[src/rtl/seq_detect_arbiter.sv]
// seq_detect_arbiter
//
// Shares one 10110 overlapping-pattern detector among NUM_CH serial bit
// requesters. Each channel keeps its own detector state. A round-robin
// arbiter accepts one bit per cycle. The result for that bit is registered
// and tagged with the channel it came from.
//
// Ports:
//   clk           system clock; all state changes on the rising edge
//   reset         asynchronous active-high reset; clears all state
//   req_valid     per-channel bit offer
//   req_bit       per-channel serial data bit
//   req_ready     one-hot grant (combinational); forced low while reset is high
//   ctx_clear     per-channel synchronous return to StIdle; blocks that channel's grant
//   out_valid     registered strobe, one per accepted bit
//   out_ch        channel of the registered result; holds between results
//   out_detected  the accepted bit completed 10110 on out_ch
//   stat_sel      (SEQ_ARB_STATS_EN) selects the detect counter to read
//   stat_count    (SEQ_ARB_STATS_EN) selected 16-bit saturating detect count
//
// Build option: define SEQ_ARB_STATS_EN to add the per-channel detect
// counters and the stat_sel/stat_count ports.
//
// state     | meaning
// ----------+-------------------------------------------
// StIdle    | no useful prefix seen
// St1       | "1" seen
// St10      | "10" seen
// St101     | "101" seen
// St1011    | "1011" seen; a 0 completes the pattern
// St10110   | pattern just completed; "10" suffix kept for overlap

module seq_detect_arbiter #(
    parameter int NUM_CH = 4,
    localparam int CH_W = (NUM_CH > 1) ? $clog2(NUM_CH) : 1
) (
`ifdef SEQ_ARB_STATS_EN
    input  logic [CH_W-1:0]   stat_sel,
    output logic [15:0]       stat_count,
`endif
    input  logic              clk,
    input  logic              reset,
    input  logic [NUM_CH-1:0] req_valid,
    input  logic [NUM_CH-1:0] req_bit,
    output logic [NUM_CH-1:0] req_ready,
    input  logic [NUM_CH-1:0] ctx_clear,
    output logic              out_valid,
    output logic [CH_W-1:0]   out_ch,
    output logic              out_detected
);

    typedef enum logic [2:0] {
        StIdle   = 3'd0,
        St1      = 3'd1,
        St10     = 3'd2,
        St101    = 3'd3,
        St1011   = 3'd4,
        St10110  = 3'd5
    } state_t;

    state_t              ctx [NUM_CH];
    logic [CH_W-1:0]     rr_ptr;

    logic [NUM_CH-1:0]   eligible;
    logic                grant;
    logic [CH_W-1:0]     grant_idx;
    state_t              cur_state;
    state_t              nxt_state;
    logic                bit_in;
    logic                det;

    // Round-robin search upward from rr_ptr. A channel being cleared
    // cannot be granted, so a clear never collides with an update.
    always_comb begin
        eligible  = req_valid & ~ctx_clear;
        grant     = 1'b0;
        grant_idx = '0;
        for (int i = 0; i < NUM_CH; i++) begin
            if (!grant && eligible[(int'(rr_ptr) + i) % NUM_CH]) begin
                grant     = 1'b1;
                grant_idx = CH_W'((int'(rr_ptr) + i) % NUM_CH);
            end
        end
        req_ready = '0;
        if (grant && !reset)
            req_ready[grant_idx] = 1'b1;
    end

    // The single shared next-state function, applied to the granted channel's context.
    always_comb begin
        cur_state = ctx[grant_idx];
        bit_in    = req_bit[grant_idx];
        nxt_state = cur_state;
        det       = 1'b0;
        case (cur_state)
            StIdle:  nxt_state = bit_in ? St1    : StIdle;
            St1:     nxt_state = bit_in ? St1    : St10;
            St10:    nxt_state = bit_in ? St101  : StIdle;
            St101:   nxt_state = bit_in ? St1011 : St10;
            St1011: begin
                nxt_state = bit_in ? St1 : St10110;
                det       = ~bit_in;
            end
            St10110: nxt_state = bit_in ? St101  : StIdle;
            default: nxt_state = StIdle;
        endcase
    end

    always_ff @(posedge clk or posedge reset) begin
        if (reset) begin
            for (int i = 0; i < NUM_CH; i++)
                ctx[i] <= StIdle;
            rr_ptr       <= '0;
            out_valid    <= 1'b0;
            out_ch       <= '0;
            out_detected <= 1'b0;
        end else begin
            for (int i = 0; i < NUM_CH; i++) begin
                if (ctx_clear[i])
                    ctx[i] <= StIdle;
                else if (grant && grant_idx == CH_W'(i))
                    ctx[i] <= nxt_state;
            end
            if (grant) begin
                rr_ptr <= CH_W'((int'(grant_idx) + 1) % NUM_CH);
                out_ch <= grant_idx;
            end
            out_valid    <= grant;
            out_detected <= grant & det;
        end
    end

`ifdef SEQ_ARB_STATS_EN
    logic [15:0] stat_cnt [NUM_CH];

    // Counts advance on the same edge that registers the detect result.
    always_ff @(posedge clk or posedge reset) begin
        if (reset) begin
            for (int i = 0; i < NUM_CH; i++)
                stat_cnt[i] <= '0;
        end else begin
            for (int i = 0; i < NUM_CH; i++) begin
                if (ctx_clear[i])
                    stat_cnt[i] <= '0;
                else if (grant && det && grant_idx == CH_W'(i) && stat_cnt[i] != 16'hFFFF)
                    stat_cnt[i] <= stat_cnt[i] + 16'd1;
            end
        end
    end

    assign stat_count = stat_cnt[stat_sel];
`endif

endmodule

[config.mk]
export PLATFORM = sky130hd
export DESIGN_NAME = seq_detect_arbiter
export DESIGN_NICKNAME = d
export VERILOG_FILES = /design/src/rtl/seq_detect_arbiter.sv
export SDC_FILE = /design/constraint.sdc
export NUM_CORES = 1
export LEC_CHECK = 0
export BUFFER_PORTS_ARGS = -buffer_cell sky130_fd_sc_hd__buf_4
export CAP_MARGIN = 5
export CORE_ASPECT_RATIO = 0.8
export CORE_UTILIZATION = 40
export CTS_BUF_LIST = sky130_fd_sc_hd__clkbuf_8
export CTS_CLUSTER_SIZE = 16
export DETAILED_ROUTE_END_ITERATION = 12
export GPL_TIMING_DRIVEN = 1
export PLACE_DENSITY = 0.62
export SYNTH_ARGS = -nofsm -noshare
export SYNTH_HDL_FRONTEND = slang
export SYNTH_SLANG_ARGS = --single-unit
[constraint.sdc]
create_clock -name clk -period 3.9 [get_ports clk]
set_input_delay 1.17 -clock clk [delete_from_list [all_inputs] [get_ports clk]]
set_output_delay 1.17 -clock clk [all_outputs]
set_load 0.02 [all_outputs]
==> results by group, run 1 <==
Power and ir drop
  • Pwr Total: 0.693 mW
  • Maximum vdd drop: 0.207 mV
  • LEAKAGE: 0.657 nW
  • Pwr per Cell Area: 452 nW/um2

Worst setup path
  • Critical-path top delay cell: or3b_2
  • Critical path data required time: 2.73 ns
  • Worst r2r path cells: 8
  • CP Capture Point: req_ready[0]
  • CP dominant cell by count: buf_4
  • CP peak stage delay: 0.47 ns
  • Crit-path max FO: 7
  • Critical path origin: ctx_clear[2]
  • CP Class: in2out
  • Worst path arrival time: 2.68 ns
  • Worst flop-to-flop path endpoint: ctx[1]
  • CP Capture Type: output port
  • Setup crit start kind: primary input
  • RR Startpoint: rr_ptr[0]
  • Worst-path cell chain: buf_4 -> or3b_2 -> o311ai_4 -> and2_4 -> inv_1 -> ha_1 -> and2_1 -> buf_4
  • Worst R2R Setup Slack: 1.32 ns

Routing
  • Vias: 1124
  • Detailed-router iteration count before antenna repair: 4
  • Routed len/inst: 16.8 um
  • Met2 wire length: 1410 um
  • Met3 Routed Length: 241 um
  • Post-DRT Antenna Nets: 0
  • # DRC: 0
  • Via/cell ratio: 5.88
  • Uppermost layer routed: met4
  • DRT iter0 DRCs: 72
  • Met1 WL: 1530 um
  • Total Wirelength: 3200 um

Clocking
  • CTS Hold Bufs: 0
  • Clock buffer depth: 2
  • Setup Buffers After CTS: 0
  • Worst-skew pair later-pin latency: 0.25 ns
  • TritonCTS Buffers: 3
  • Clk slew on worst S/H paths: 0.07 ns
  • CTS Root Cell: clkbuf_8
  • H-Tree Level Count: 1
  • PostCTS Resize Cnt: 0
  • Clock Sinks: 18
  • CTS tree: built

Place
  • Routability cong.: 0.914
  • PortBufs: 21
  • Placed instance area: 1490 um2
  • Hpwl dp: 2490 um

Global routing
  • First-pass GRT wire length: 5400 um
  • Gr ovfl total: 0
  • Initial antenna violation count: 0
  • Total track usage: 21.6%
  • Largest net degree at the start of global routing: 19
  • Vias in the first global route: 1074

Timing
  • RSZ-0062 raised after global routing: no
  • Fin crit period: 3.85 ns
  • Final period utilization: 98.7%
  • Setup violators final: 0
  • Setup Skew: 0.000828 ns
  • Fmax: 260 MHz
  • Normalized max-slew margin: 51.6%
  • Setup TNS: 0 ns
  • Slew at the pin closest to its max-slew limit: 0.725 ns
  • Hold Vio Cnt, Final: 0
  • Max Slew Vio Count: 0

Floorplanning
  • Core Rows: 17
  • CORE AREA: 2850 um2
  • Die Ht: 51.8 um
  • DIE AREA: 3320 um2
  • Starting Density: 43.5%
  • Boundary Pins: 22
  • Die Width: 64.2 um

Run status
  • Status: completed

Synthesis
  • Synthesized instance count: 122
  • Synth area leader: dfrtp_1
  • Synth area leaders: dfrtp_1, nor2_1, ha_1
  • Synth Cell Area: 1240 um2
  • Syn_nets: 140
  • Yosys cell types: 41
  • Syn_area_per_cell: 10.2 um2
  • Seq cells post-synth: 18
  • Yosys top cell area share: 36.4%
  • Seq/Total Area, Yosys: 36.4%
  • Synth Warn #: 0

Final layout
  • Nets@finish: 173
  • Final design utilization: 53.8%
  • Most common cell after layout, fill and taps aside: buf_4
  • Most frequent cells in the layout: buf_4, dfrtp_1, nor2_1
  • Layout cells sized above 1: 35.9%
  • Ant diodes: 0
  • P&R area growth vs syn: 23.8%
  • FILL cells: 280
  • Design Area, Final: 1530 um2

Min path
  • Path category of the worst min-delay check: reg2reg

Run
  • Max Cap Viol: 0
==> synth_stat cells (all sizes together) <==
master,count
dfrtp,18
nor2,16
o21ai,10
a211oi,9
a32oi,7
and2,6
nand2,6
inv,5
nor2b,5
a311oi,4
ha,4
nand3,4
nor3b,3
a32o,2
and2b,2
buf,2
o21a,2
o21bai,2
or2b,2
a211o,1
a22oi,1
a31oi,1
and3,1
and3b,1
and4,1
and4bb,1
mux2,1
nand2b,1
nor4b,1
o2111a,1
o311ai,1
or3b,1
==> through the flow <==
step / hold slack (ns) / worst slack, ns / std cells
2_1_floorplan: 0.531 / 0.226 / 122
3_3_place_gp: 0.461 / 0.0584 / 188
3_5_place_dp: 0.465 / 0.0345 / 188
4_1_cts: 0.482 / 0.0128 / 191
5_1_grt: 0.520 / 0.0143 / 191
6_report: 0.483 / 0.0499 / 191
==> worst max-delay path: cells and delay by family <==
family          cells  cell delay (ns)
simple gates        3             0.83
buf+inv             3             0.36
fa+ha+maj           1             0.22
compound gates      1             0.10
==> layer usage <==
metal	vias to the layer above	GRT usage [%]
li1	531	-
met1	550	31.5
met2	41	33.2
met3	2	2.85
met4	0	6.67
met5	-	0
==> power breakdown <==
part | total (mW) | internal (mW) | switching (mW)
registers | 0.243 | 0.218 | 0.0246
clock network | 0.130 | 0.0685 | 0.0616
logic | 0.320 | 0.135 | 0.185
total | 0.693 | 0.422 | 0.271
==> layout make-up <==
| class | instances | area [um2] | area share [%] |
|---|---|---|---|
| multi-input combinational | 97 | 751 | 48.9 |
| sequential | 18 | 450 | 29.4 |
| timing repair buffer | 30 | 225 | 14.7 |
| tap | 38 | 47.5 | 3.10 |
| clock buffer | 3 | 41.3 | 2.69 |
| inverter | 5 | 18.8 | 1.22 |
==> worst min path at each step <==
stage	startpoint	to	slack [ns]	cells past startpoint
floorplan	ctx[3]	ctx[3]	0.53	2
global placement	out_ch[0]	out_ch[0]	0.46	2
detailed placement	out_ch[1]	out_ch[1]	0.47	2
CTS	out_ch[1]	out_ch[1]	0.48	2
global route	out_ch[0]	out_ch[0]	0.52	2
finish	out_ch[1]	out_ch[1]	0.48	2
==> flip-flops by register name, indices dropped and copies added, names as in the netlist <==
name and cells:
out_ch 2, out_detected 1, out_valid 1, ctx 12, rr_ptr 2
==> logic make-up (layout without fill, tap and decap cells) <==
| kind of cell | count (synthesis) | after routing | share of synthesized area (%) |
|---|---|---|---|
| muxes | 1 | 1 | 0.909 |
| adders and majority gates | 4 | 4 | 4.04 |
| buffers and inverters | 7 | 38 | 3.33 |
| and+or+nand+nor | 51 | 51 | 25.0 |
| AOI/OAI and AO/OA | 41 | 41 | 30.3 |
| DFF | 18 | 18 | 36.4 |
Note: power is estimated with default switching activity, not from simulation.
==> inputs of run 2 (changes only) <==
--- a/config.mk
+++ b/config.mk
@@ -7,13 +7,15 @@
 export LEC_CHECK = 0
 export BUFFER_PORTS_ARGS = -buffer_cell sky130_fd_sc_hd__buf_4
 export CAP_MARGIN = 5
+export CELL_PAD_IN_SITES_DETAIL_PLACEMENT = 0
+export CELL_PAD_IN_SITES_GLOBAL_PLACEMENT = 2
 export CORE_ASPECT_RATIO = 0.8
-export CORE_UTILIZATION = 40
+export CORE_UTILIZATION = 36
 export CTS_BUF_LIST = sky130_fd_sc_hd__clkbuf_8
 export CTS_CLUSTER_SIZE = 16
 export DETAILED_ROUTE_END_ITERATION = 12
 export GPL_TIMING_DRIVEN = 1
-export PLACE_DENSITY = 0.62
+export PLACE_DENSITY = 0.83
 export SYNTH_ARGS = -nofsm -noshare
 export SYNTH_HDL_FRONTEND = slang
 export SYNTH_SLANG_ARGS = --single-unit
==> run 2 against run 1 <==
  * Sequential power hardly changed
  * Die area is 11% higher
  * Utilization is 5.5 points lower
  * Largest power group unchanged
  * Cell count is 0.52% higher
  * Critical endpoint is now req_ready[1]
  * Critical path depth stayed put
  * Register-to-register slack better by 0.04 ns
  * Total power is 3.0% higher
==> results by group, run 2 (same netlist as run 1, synthesis figures left out) <==
Run
  • Max Cap Viol: 0 (unchanged)

Final layout
  • Most frequent cells in the layout: buf_4, dfrtp_1, nor2_1
  • Biggest regs: ctx (12), out_ch (2), rr_ptr (2)
  • FILL cells: 314 (+12%)
  • Most common cell after layout, fill and taps aside: buf_4
  • Design Area, Final: 1540 um2 (about the same)
  • Layout Cells excl Fill: 192 (+0.52%)
  • P&R area growth vs syn: 23.9% (about the same)
  • Most flops, register: ctx
  • Layout cells sized above 1: 36.2% (+0.24 points)
  • Ant diodes: 0 (unchanged)
  • Number of flip-flops in the largest register: 12 (unchanged)
  • Nets@finish: 171 (-1.2%)

Power and ir drop
  • Pwr per Cell Area: 465 nW/um2 (+3.0%)
  • Maximum vdd drop: 0.287 mV (+39%)
  • LEAKAGE: 0.654 nW (-0.44%)

Worst setup path
  • Critical-path top delay cell: or3b_2
  • CP Capture Type: output port
  • Crit-path leading delay family: simple AND/OR/NAND/NOR gates
  • Worst r2r path cells: 8 (unchanged)
  • Crit-path max FO: 7 (unchanged)
  • RR Startpoint: rr_ptr[0]
  • Worst R2R Setup Slack: 1.36 ns (+0.04 ns)
  • Worst path arrival time: 2.65 ns (-0.03 ns)
  • Critical path data required time: 2.73 ns (about the same)
  • Levels on crit path: 8 (unchanged)
  • Setup crit start kind: primary input
  • Crit path buf inv count: 3 (unchanged)
  • Worst-path cell chain: buf_4 -> or3b_2 -> o311ai_4 -> and2_4 -> inv_1 -> ha_1 -> and2_1 -> buf_4
  • Worst flop-to-flop path endpoint: ctx[1]
  • CP dominant cell by count: buf_4
  • CP peak stage delay: 0.47 ns (about the same)
  • CP Class: in2out

Routing
  • # DRC: 0 (unchanged)
  • Via/cell ratio: 5.63 (-4.3%)
  • Routed len/inst: 16.6 um (-0.71%)
  • Total Wirelength: 3200 um (-0.19%)
  • Vias: 1081 (-3.8%)
  • Detailed-router iteration count before antenna repair: 4 (unchanged)
  • DRT iter0 DRCs: 66 (-8.3%)
  • Post-DRT Antenna Nets: 0 (unchanged)

Clocking
  • Clk slew on worst S/H paths: 0.07 ns (about the same)
  • Setup Buffers After CTS: 0 (unchanged)
  • Clock Sinks: 18 (unchanged)
  • Worst-skew pair later-pin latency: 0.26 ns (about the same)
  • CTS Hold Bufs: 0 (unchanged)
  • H-Tree Level Count: 1 (unchanged)
  • PostCTS Resize Cnt: 0 (unchanged)
  • CTS Root Cell: clkbuf_8
  • CTS tree: built
  • TritonCTS Buffers: 3 (unchanged)
  • Clock buffer depth: 2 (unchanged)

Floorplanning
  • CORE AREA: 3180 um2 (+11%)
  • DIE AREA: 3680 um2 (+11%)
  • Core Rows: 18 (+1)
  • Starting Density: 39.0% (-4.5 points)
  • Die Width: 67.6 um (+5.2%)
  • Die Ht: 54.5 um (+5.2%)
  • Boundary Pins: 22 (unchanged)

Global routing
  • Total track usage: 19.0% (-2.6 points)
  • Vias in the first global route: 988 (-8.0%)
  • Largest net degree at the start of global routing: 19 (unchanged)
  • GR Util met2: 26.9% (-6.3 points)
  • Initial antenna violation count: 0 (unchanged)
  • First-pass GRT wire length: 5000 um (-7.5%)
  • Met3 usage: 3.33% (+0.48 points)
  • GRT Max-Usage Layer: met1
  • Grt met1 use: 29.6% (-2.0 points)
  • Gr ovfl total: 0 (unchanged)

Timing
  • Normalized max-slew margin: 52.8% (+1.2 points)
  • Fmax: 262 MHz (+0.80%)
  • Setup TNS: 0 ns (unchanged)
  • Final WS setup: 0.0803 ns (+0.0305 ns)
  • Fin crit period: 3.82 ns (-0.0305 ns)
  • Max Slew Vio Count: 0 (unchanged)
  • Setup violators final: 0 (unchanged)
  • Final period utilization: 97.9% (-0.78 points)
  • RSZ-0062 raised after global routing: no
  • Slew at the pin closest to its max-slew limit: 0.707 ns (-0.0180 ns)
  • WHS: 0.484 ns (+0.00164 ns)
  • Hold Vio Cnt, Final: 0 (unchanged)
  • Setup Skew: 0.00945 ns (+0.00863 ns)

Min path
  • Hold_sp: out_ch[1]
  • Hold Crit Depth: 2 (unchanged)
  • Path category of the worst min-delay check: reg2reg
  • Endpoint, Worst Hold: out_ch[1]

Place
  • PortBufs: 21 (unchanged)
  • Placed instance area: 1480 um2 (-0.84%)
  • Routability cong.: 0.852 (-6.7%)
  • Placed cells: 188 (unchanged)
  • Hpwl dp: 2540 um (+1.9%)
  • DP Worst Slack: 0.0501 ns (+0.0155 ns)

Run status
  • Status: completed
run 2: cell count changes in the layout (fill, tap and decap cells not counted):
cell      previous run  this run
clkbuf_8             3         4
buf_4               30        28
inv_1                5         4
inv_2                0         1
run 2: worst max path at each step:
stage                   endpoint          from
CTS                 req_ready[1]  ctx_clear[2]
global route        req_ready[0]  ctx_clear[2]
global placement    req_ready[2]  ctx_clear[3]
detailed placement  req_ready[0]  ctx_clear[3]
finish              req_ready[1]  ctx_clear[2]
floorplan           req_ready[0]  ctx_clear[2]
run 2: stage by stage:
stage / utilization (%) / power [mW]
final: 48.3 / 0.714
after global placement: 46.5 / 0.554
after detailed placement: 46.5 / 0.555
after global routing: 48.3 / 0.759
after CTS: 48.2 / 0.713
after floorplan: - / 0.455
run 2: area by class of cell:
type / instances / area [um2] / share of cell area, %
Multi-Input combinational cell: 97 / 751 / 48.9
Sequential cell: 18 / 450 / 29.3
Timing Repair Buffer: 28 / 210 / 13.7
Clock buffer: 4 / 55.1 / 3.59
Tap cell: 40 / 50.0 / 3.26
Inverter: 5 / 18.8 / 1.22
run 2: power breakdown:
part	internal (mW)	switching [mW]	total (mW)	leakage (nW)
clock network	0.0898	0.0684	0.158	0.0288
logic	0.131	0.180	0.311	0.392
registers	0.218	0.0264	0.245	0.234
run 2: per-layer routing:
metal / share of wire, % / wire, um
met1: 49 / 1560
met5: 0 / 0
met4: 0.59 / 19
met2: 42 / 1360
met3: 8.1 / 260
run 2: worst reg2reg max path: cells and delay by family, from the launching register on:
kind / cells / cell delay, ns
AO/OA/AOI/OAI: 5 / 1.20
flip-flops: 1 / 0.45
buffers and inverters: 1 / 0.14
AND/OR/NAND/NOR: 2 / 0.60
==> inputs of run 3 (changes only) <==
--- a/config.mk
+++ b/config.mk
@@ -15,6 +15,7 @@
 export CTS_CLUSTER_SIZE = 16
 export DETAILED_ROUTE_END_ITERATION = 12
 export GPL_TIMING_DRIVEN = 1
+export MAX_ROUTING_LAYER = met4
 export PLACE_DENSITY = 0.83
 export SYNTH_ARGS = -nofsm -noshare
 export SYNTH_HDL_FRONTEND = slang
==> run 3 against run 2 <==
  * First-iteration DRC count grew 11%
  * Worst hold slack gained 0.0012 ns
  * Worst setup slack is essentially flat
  * Largest cell class unchanged
  * Via count grew 0.28%
  * Sequential share of layout area is the same
  * Clock power is essentially flat
  * Critical path depth is the same
  * Total power grew 0.13%
  * Non-clock buffer count is the same
  * Cell count is the same
==> results by group, run 3 (same netlist as run 1, synthesis figures left out) <==
Worst setup path
  • Setup crit start kind: primary input
  • Worst r2r path cells: 8 (unchanged)
  • Worst R2R Setup Slack: 1.32 ns (-0.04 ns)
  • Worst path arrival time: 2.65 ns (about the same)
  • RR Startpoint: rr_ptr[0]
  • Crit-path max FO: 7 (unchanged)
  • CP Class: in2out
  • Worst flop-to-flop path endpoint: ctx[1]
  • Critical path data required time: 2.73 ns (about the same)
  • CP Capture Type: output port

Final layout
  • Most frequent cells in the layout: buf_4, dfrtp_1, nor2_1
  • Number of flip-flops in the largest register: 12 (unchanged)
  • Nets@finish: 171 (unchanged)
  • P&R area growth vs syn: 23.9% (unchanged)
  • Final design utilization: 48.3% (unchanged)
  • Layout cells sized above 1: 36.2% (unchanged)
  • Biggest regs: ctx (12), out_ch (2), rr_ptr (2)
  • Most common cell after layout, fill and taps aside: buf_4
  • Most flops, register: ctx
  • Ant diodes: 0 (unchanged)

Routing
  • Detailed-router iteration count before antenna repair: 4 (unchanged)
  • # DRC: 0 (unchanged)
  • Via/cell ratio: 5.65 (+0.28%)
  • DRT iter0 DRCs: 73 (+11%)
  • Routed len/inst: 16.8 um (+0.78%)
  • Post-DRT Antenna Nets: 0 (unchanged)
  • Vias: 1084 (+0.28%)
  • Total Wirelength: 3220 um (+0.78%)

Timing
  • Fin crit period: 3.82 ns (+0.000304 ns)
  • Slew at the pin closest to its max-slew limit: 0.705 ns (-0.00167 ns)
  • Fmax: 262 MHz (about the same)
  • Setup TNS: 0 ns (unchanged)
  • Setup violators final: 0 (unchanged)
  • Max Slew Vio Count: 0 (unchanged)
  • RSZ-0062 raised after global routing: no
  • Final WS setup: 0.0800 ns (-0.000304 ns)
  • Setup Skew: 0.00947 ns (+0.0000131 ns)
  • Hold Vio Cnt, Final: 0 (unchanged)
  • Normalized max-slew margin: 52.9% (+0.11 points)
  • Final period utilization: 97.9% (about the same)

Clocking
  • CTS Root Cell: clkbuf_8
  • TritonCTS Buffers: 3 (unchanged)
  • H-Tree Level Count: 1 (unchanged)
  • Setup Buffers After CTS: 0 (unchanged)
  • Worst-skew pair later-pin latency: 0.26 ns (about the same)
  • Clock Sinks: 18 (unchanged)
  • PostCTS Resize Cnt: 0 (unchanged)
  • Clock buffer depth: 2 (unchanged)
  • CTS tree: built
  • CTS Hold Bufs: 0 (unchanged)
  • Clk slew on worst S/H paths: 0.07 ns (about the same)

Run status
  • Status: completed

Place
  • PortBufs: 21 (unchanged)
  • Hpwl dp: 2540 um (unchanged)
  • DP Worst Slack: 0.0501 ns (unchanged)
  • Routability cong.: 0.866 (+1.6%)

Global routing
  • First-pass GRT wire length: 5000 um (+0.14%)
  • Largest net degree at the start of global routing: 19 (unchanged)
  • Gr ovfl total: 0 (unchanged)
  • Vias in the first global route: 986 (-0.20%)
  • Initial antenna violation count: 0 (unchanged)
  • Total track usage: 19.6% (+0.61 points)

Floorplanning
  • DIE AREA: 3680 um2 (unchanged)
  • Boundary Pins: 22 (unchanged)
  • Die Width: 67.6 um (unchanged)
  • CORE AREA: 3180 um2 (unchanged)
  • Core Rows: 18 (unchanged)
  • Die Ht: 54.5 um (unchanged)
  • Starting Density: 39.0% (unchanged)

Power and ir drop
  • Sw power: 0.276 mW (+0.35%)
  • Maximum vdd drop: 0.287 mV (about the same)
  • Clock power share: 22.1% (about the same)
  • Part of the power in combinational logic: 43.7% (about the same)
  • Total internal power: 0.439 mW (about the same)
  • Sw Share: 38.6% (+0.084 points)
  • Sequential fraction of design power: 34.2% (about the same)
  • LEAKAGE: 0.654 nW (unchanged)
  • Pwr Total: 0.715 mW (+0.13%)
  • Pwr per Cell Area: 466 nW/um2 (+0.13%)

Min path
  • Path category of the worst min-delay check: reg2reg
  • Endpoint, Worst Hold: out_ch[1]
  • Hold Crit Depth: 2 (unchanged)
  • Hold_sp: out_ch[1]

Run
  • Max Cap Viol: 0 (unchanged)
## run 3: cell counts in the layout (fill, tap and decap cells not counted)
Identical to the previous run, type by type.
## run 3: power by group through the flow
stage,clock network [mW],registers (mW),logic [mW]
3_5_place_dp,0,0.247,0.307
4_1_cts,0.159,0.244,0.310
6_report,0.158,0.245,0.313
3_3_place_gp,0,0.247,0.308
5_1_grt,0.171,0.248,0.341
2_1_floorplan,0,0.247,0.208
## run 3: metrics by stage
stage,cell area (um2),std cells,hold slack [ns]
2_1_floorplan,1240,122,0.531
3_3_place_gp,1480,188,0.465
3_5_place_dp,1480,188,0.473
4_1_cts,1530,192,0.489
5_1_grt,1540,192,0.508
6_report,1540,192,0.486
## run 3: worst max-delay path by stage
stage	from	to	slack, ns	depth (start not counted)
after floorplan	ctx_clear[2]	req_ready[0]	0.23	7
after global placement	ctx_clear[3]	req_ready[2]	0.07	8
after detailed placement	ctx_clear[3]	req_ready[0]	0.05	8
after CTS	ctx_clear[2]	req_ready[1]	0.05	8
after global routing	ctx_clear[2]	req_ready[0]	0.01	8
final	ctx_clear[2]	req_ready[1]	0.08	8
## run 3: layer usage
metal / GRT usage, % / routed length [um]
met4: 3.55 / 10
met2: 26.9 / 1360
met3: 3.33 / 325
met1: 29.7 / 1520
met5: - / 0
## run 3: cell type report
class,instances,area [um2]
flip-flops and latches,18,450
multi-input cells,97,751
repair buffers,28,210
clock buffers,4,55.1
inverters,5,18.8
fillers,314,1640
well taps,40,50.0
## run 3: worst max-delay path: stages
cell	delay [ns]
buf_4	0.14
or3b_2	0.47
o311ai_4	0.10
and2_4	0.21
inv_1	0.07
ha_1	0.20
and2_1	0.13
buf_4	0.15
